File: src/rtl/alu_serial_ctrl.sv
// Bit-serial sequencer for an external 1-bit ALU slice (AND/OR/NOR/ADD/SUB/SLT), LSB first.
// Optional macro ALU_SERIAL_FLAGS_EN enables the overflow and zero flags.
module alu_serial_ctrl #(
    parameter int WIDTH = 32
) (
    input  logic             clk,
    input  logic             rst_n,
    input  logic             start,
    input  logic [2:0]       func,
    input  logic [WIDTH-1:0] a_in,
    input  logic [WIDTH-1:0] b_in,
    output logic             busy,
    output logic             done,
    output logic [WIDTH-1:0] result,
    output logic             carry_out,
    output logic             overflow,
    output logic             zero,
    output logic             slice_a,
    output logic             slice_b,
    output logic             slice_sm,
    output logic             slice_sa,
    output logic             slice_sb,
    output logic             slice_cin,
    output logic [1:0]       slice_op,
    input  logic             slice_result,
    input  logic             slice_cout
);
    localparam int CW = $clog2(WIDTH);

    localparam logic [1:0] S_IDLE = 2'd0;
    localparam logic [1:0] S_RUN  = 2'd1;
    localparam logic [1:0] S_FIX  = 2'd2;
    localparam logic [1:0] S_DONE = 2'd3;

    localparam logic [2:0] F_AND = 3'b000;
    localparam logic [2:0] F_OR  = 3'b001;
    localparam logic [2:0] F_ADD = 3'b010;
    localparam logic [2:0] F_SUB = 3'b011;
    localparam logic [2:0] F_SLT = 3'b100;
    localparam logic [2:0] F_NOR = 3'b101;

    logic [1:0]       state_q, state_d;
    logic [CW-1:0]    cnt_q, cnt_d;
    logic             carry_q, carry_d;
    logic             cin_msb_q, cin_msb_d;
    logic [WIDTH-1:0] a_sh_q, a_sh_d;
    logic [WIDTH-1:0] b_sh_q, b_sh_d;
    logic [WIDTH-1:0] res_q, res_d;
    logic [2:0]       func_q, func_d;
    logic             busy_q, busy_d;
    logic             done_q, done_d;
    logic             cout_q, cout_d;

    logic last_bit_s;
    logic addsub_s;
    logic less_s;

    assign last_bit_s = (cnt_q == CW'(WIDTH - 1));
    assign addsub_s   = (func_q == F_ADD) || (func_q == F_SUB);
    // Signed compare: sum MSB corrected by the MSB overflow term.
    assign less_s     = res_q[WIDTH-1] ^ (cin_msb_q ^ carry_q);

    // Slice operand and control decode from the current state and latched function.
    always_comb begin
        slice_a   = 1'b0;
        slice_b   = 1'b0;
        slice_sm  = 1'b0;
        slice_sa  = 1'b0;
        slice_sb  = 1'b0;
        slice_cin = 1'b0;
        slice_op  = 2'b00;
        case (state_q)
            S_RUN: begin
                slice_a   = a_sh_q[0];
                slice_b   = b_sh_q[0];
                slice_cin = carry_q;
                case (func_q)
                    F_AND: slice_op = 2'b00;
                    F_OR:  slice_op = 2'b01;
                    F_NOR: begin
                        slice_op = 2'b00;
                        slice_sa = 1'b1;
                        slice_sb = 1'b1;
                    end
                    F_ADD: slice_op = 2'b10;
                    F_SUB, F_SLT: begin
                        slice_op = 2'b10;
                        slice_sb = 1'b1;
                    end
                    default: slice_op = 2'b11;
                endcase
            end
            S_FIX: begin
                slice_op = 2'b11;
                slice_sm = less_s;
            end
            default: slice_op = 2'b00;
        endcase
    end

    // Sequencer next-state, shift registers and carry-out flag.
    always_comb begin
        state_d   = state_q;
        cnt_d     = cnt_q;
        carry_d   = carry_q;
        cin_msb_d = cin_msb_q;
        a_sh_d    = a_sh_q;
        b_sh_d    = b_sh_q;
        res_d     = res_q;
        func_d    = func_q;
        busy_d    = busy_q;
        done_d    = 1'b0;
        cout_d    = cout_q;
        case (state_q)
            S_IDLE: begin
                if (start) begin
                    a_sh_d  = a_in;
                    b_sh_d  = b_in;
                    func_d  = func;
                    cnt_d   = {CW{1'b0}};
                    carry_d = (func == F_SUB) || (func == F_SLT);
                    busy_d  = 1'b1;
                    state_d = S_RUN;
                end else begin
                    state_d = S_IDLE;
                end
            end
            S_RUN: begin
                res_d   = {slice_result, res_q[WIDTH-1:1]};
                a_sh_d  = a_sh_q >> 1;
                b_sh_d  = b_sh_q >> 1;
                carry_d = slice_cout;
                cnt_d   = cnt_q + CW'(1);
                if (last_bit_s) begin
                    cin_msb_d = carry_q;
                    if (func_q == F_SLT) begin
                        state_d = S_FIX;
                    end else begin
                        state_d = S_DONE;
                        done_d  = 1'b1;
                        cout_d  = addsub_s ? slice_cout : 1'b0;
                    end
                end else begin
                    state_d = S_RUN;
                end
            end
            S_FIX: begin
                res_d   = {{(WIDTH-1){1'b0}}, slice_result};
                state_d = S_DONE;
                done_d  = 1'b1;
                cout_d  = 1'b0;
            end
            S_DONE: begin
                busy_d  = 1'b0;
                state_d = S_IDLE;
            end
            default: begin
                busy_d  = 1'b0;
                state_d = S_IDLE;
            end
        endcase
    end

    // Sequencer state registers.
    always_ff @(posedge clk or negedge rst_n) begin
        if (!rst_n) begin
            state_q   <= S_IDLE;
            cnt_q     <= {CW{1'b0}};
            carry_q   <= 1'b0;
            cin_msb_q <= 1'b0;
            a_sh_q    <= {WIDTH{1'b0}};
            b_sh_q    <= {WIDTH{1'b0}};
            res_q     <= {WIDTH{1'b0}};
            func_q    <= 3'b000;
            busy_q    <= 1'b0;
            done_q    <= 1'b0;
            cout_q    <= 1'b0;
        end else begin
            state_q   <= state_d;
            cnt_q     <= cnt_d;
            carry_q   <= carry_d;
            cin_msb_q <= cin_msb_d;
            a_sh_q    <= a_sh_d;
            b_sh_q    <= b_sh_d;
            res_q     <= res_d;
            func_q    <= func_d;
            busy_q    <= busy_d;
            done_q    <= done_d;
            cout_q    <= cout_d;
        end
    end

    assign busy      = busy_q;
    assign done      = done_q;
    assign result    = res_q;
    assign carry_out = cout_q;

`ifdef ALU_SERIAL_FLAGS_EN
    logic ovf_q, ovf_d;
    logic zero_q, zero_d;

    // Flags are captured on the edge that enters DONE, from the final result value.
    always_comb begin
        ovf_d  = ovf_q;
        zero_d = zero_q;
        if ((state_q == S_RUN) && last_bit_s && (func_q != F_SLT)) begin
            ovf_d  = addsub_s ? (carry_q ^ slice_cout) : 1'b0;
            zero_d = (res_d == {WIDTH{1'b0}});
        end else if (state_q == S_FIX) begin
            ovf_d  = cin_msb_q ^ carry_q;
            zero_d = (res_d == {WIDTH{1'b0}});
        end else begin
            ovf_d  = ovf_q;
            zero_d = zero_q;
        end
    end

    // Flag registers.
    always_ff @(posedge clk or negedge rst_n) begin
        if (!rst_n) begin
            ovf_q  <= 1'b0;
            zero_q <= 1'b0;
        end else begin
            ovf_q  <= ovf_d;
            zero_q <= zero_d;
        end
    end

    assign overflow = ovf_q;
    assign zero     = zero_q;
`else
    assign overflow = 1'b0;
    assign zero     = 1'b0;
`endif

endmodule

File: config.mk
export PLATFORM = sky130hd
export DESIGN_NAME = alu_serial_ctrl
export DESIGN_NICKNAME = d
export VERILOG_FILES = /design/src/rtl/alu_serial_ctrl.sv
export SDC_FILE = /design/constraint.sdc
export NUM_CORES = 1
export LEC_CHECK = 0
export CAP_MARGIN = 5
export CORE_MARGIN = 2
export CORE_UTILIZATION = 45
export CTS_CLUSTER_DIAMETER = 100
export CTS_CLUSTER_SIZE = 28
export DETAILED_ROUTE_END_ITERATION = 10
export GPL_TIMING_DRIVEN = 0
export PLACE_DENSITY = 0.86
export SETUP_SLACK_MARGIN = 0.2
export SLEW_MARGIN = 20
export SYNTH_ARGS = -nofsm -noshare
export SYNTH_HDL_FRONTEND = slang
export SYNTH_SLANG_ARGS = --single-unit
File: constraint.sdc
create_clock -name clk -period 1.62 [get_ports clk]
set_input_delay 0.243 -clock clk [delete_from_list [all_inputs] [get_ports clk]]
set_output_delay 0.243 -clock clk [all_outputs]
set_load 0.02 [all_outputs]
==> key figures <==
Run status
  • Status: finished, violations left
  • Violated checks: setup timing

Setup path
  • Critical Path End Type: output pin
  • Crit start category: flip-flop
  • CP required: 1.38 ns
  • Arr. time, crit path: 1.69 ns
  • R2R cell count: 9
  • Crit-path cells: inv_2, ha_4, buf_8, buf_12, clkbuf_16, nand2_4, o21ai_4, buf_6
  • Worst path max stage delay: 0.40 ns
  • Worst-path fanout max: 7
  • CP Class: flip-flop to output pin
  • Slowest CP cell: dfrtp_1

Drt
  • DRT Pass-1 Iters: 6
  • DR iter-0 viols: 266
  • Via count: 4398
  • WL/cell: 17.5 um
  • Antenna Nets Post-Route: 0
  • DR DRC count: 0
  • Total Wirelength: 14500 um
  • Via/cell ratio: 5.30

Final layout
  • Share of cells above drive strength 1: 0.274
  • Commonest non-fill, non-tap cell in the layout: dfrtp_1
  • Final core occ: 0.733
  • ANT cells: 0
  • Fin area: 0.00801 mm^2
  • Post-route insts no fill: 830
  • Commonest non-fill, non-tap cells in the layout: dfrtp_1, o21ai_1, nand2_1
  • Final #Nets: 764
  • Layout area overhead: 56.8%

CTS
  • Number of H-tree levels: 3
  • Num CTS Buffers: 9
  • Clock Sinks: 111
  • Root Buffer: clkbuf_16
  • Clock transition at path regs: 0.07 ns
  • Worst-Skew Late Latency: 0.34 ns
  • Clock buffer depth: 2
  • CTS tree: built

Logic synthesis
  • Synth async-reset ratio: 1.00
  • Sequential element share of the synthesized area: 0.544
  • Register bit total from synthesis: 111
  • Number of synthesis warnings: 0
  • Post-synth top area cell: dfrtp_1
  • EDFF count, synth: 0
  • Area share of the leading cell type in the synthesized netlist: 0.544
  • Mapped cell area: 0.00511 mm^2
  • Synth Flop Type: dfrtp_1
  • Ranking of synthesized cells by area: dfrtp_1, mux2i_1, o21ai_0
  • Post-synthesis cell count: 507
  • Distinct cells, synth: 38
  • Mean Syn Cell Area: 10.1 um^2

STA
  • Unrepaired setup endpoints after global routing: true
  • Worst rel slew slack: 0.664
  • Minimum clock period: 1.93 ns
  • Setup-failing EPs final: 111
  • Max Clock Freq: 0.518 GHz
  • Final Cycle Share: 1.19
  • Clk_skew: 0.00600 ns
  • PnR worst setup slack: -0.310 ns
  • Worst-Margin Slew: 0.504 ns
  • Final-report hold violation count: 0
  • Max-slew violation count: 0

Floorplan
  • Die height: 111 um
  • Core area: 0.0109 mm^2
  • I/O Pins: 117
  • Row count: 38
  • Initial Util: 0.467
  • Die width: 111 um
  • Die area: 0.0122 mm^2

Placement
  • Final weighted congestion in routability-driven placement: 0.773
  • PortBufs: 114
  • Worst slack at placement: -0.638 ns
  • Placed cell areas: 0.00662 mm^2
  • Placed Instances: 763
  • HPWL after DPL: 8710 um

Min path
  • Worst Hold Class: input pin to asynchronous set/reset pin

Global routing
  • Total Routing Usage GR: 0.226
  • Largest net degree at the start of global routing: 81
  • Initial antenna violation count: 0
  • Total global routing overflow: 0
  • Vias in the first global route: 4540
  • First-pass GRT wire length: 22600 um

Pwr
  • P_leak: 3.80 nW
  • Power density over the cells: 2070 mW/mm^2
  • Peak VDD IR: 1.17 mV

Flow run
  • Max_cap viols: 0
area by class of cell:
cell class                      count  area [um^2]
Timing Repair Buffer              167         1810
Buffer                             34          487
Inverter                           34          131
Clock inverter                      5         40.0
Clock buffer                       10          239
Multi-Input combinational cell    329         2350
Sequential cell                   111         2780
Fill cell                         748         2920
Tap cell                          140          175
registers in the layout, indices dropped and copies added, names as in the netlist, named ones only:
name / cells
cin_msb_q: 1
func_q: 3
a_sh_q: 32
state_q: 1
result: 32
busy: 1
carry_q: 1
carry_out: 1
done: 1
b_sh_q: 32
cnt_q: 5
stage by stage:
step | hold slack, ns | power [mW] | setup TNS (ns)
after floorplan | -0.0526 | 9.03 | 0
after global placement | 0.462 | 10.9 | -422.79
after detailed placement | 0.144 | 11.2 | -13.49
after CTS | 0.349 | 15.4 | -13.25
after global routing | 0.367 | 17.5 | -19.30
final | 0.346 | 16.6 | -13.92
routing by layer:
metal / vias up / track usage / routed length [um]
li1: 2064 / - / -
met1: 2162 / 0.276 / 5880
met2: 148 / 0.392 / 7320
met3: 24 / 0.0703 / 1040
met4: 0 / 0.0567 / 261
met5: - / 0 / 0
kinds of logic after synthesis:
| group | count (synthesis) | share of synthesized area |
|---|---|---|
| buffers and inverters | 68 | 0.0639 |
| AOI/OAI and AO/OA | 118 | 0.125 |
| xor gates and xnor gates | 2 | 0.00343 |
| and+or+nand+nor | 132 | 0.109 |
| adders and majority gates | 6 | 0.0147 |
| other | 1 | 0.000734 |
| muxes | 69 | 0.139 |
| DFF | 111 | 0.544 |
final timing paths:
check	from	end	slack [ns]
worst max-delay path	flip-flop	slice_op[0]	-0.31
worst min-delay path	rst_n	a_sh_q[19]	0.35
worst max register to register	state_q[0]	b_sh_q[4]	-0.19
worst min register to register	a_sh_q[22]	a_sh_q[22]	0.49
max in group asynchronous	rst_n	state_q[0]	0.58
min in group clk	a_sh_q[22]	a_sh_q[22]	0.49
synth_stat cells, types with 5 or more instances:
master    instances
buf_4            11
nor2b_1           6
a21oi_1           5
clkbuf_1          9
dfrtp_1         111
buf_2            11
mux2_2            5
nand2_1         105
o21ai_0          95
and2_1            5
mux2i_1          63
inv_1            34
ha_1              6
nor2_1            5
critical path: cells and delay by family (launching register included):
kind / cells / cell delay, ns
buf+inv: 5 / 0.63
simple gates: 1 / 0.05
fa+ha+maj: 1 / 0.14
compound gates: 1 / 0.13
flops: 1 / 0.40
report_power, final:
| group | switching (mW) | internal (mW) |
|---|---|---|
| Clock | 1.03 | 1.10 |
| Combinational | 4.52 | 4.99 |
| Sequential | 0.917 | 4.00 |
repair_timing:
action / in CTS / in global routing
hold buffers: 1 / 0
resized for setup: 225 / 110
buffers inserted: 23 / 10
pin swaps: 19 / 8
setup endpoints to repair: 154 / 119
endpoints found under the hold margin: 31 / 0
cloned: 17 / 1
Power figures use the tool's default switching activity.
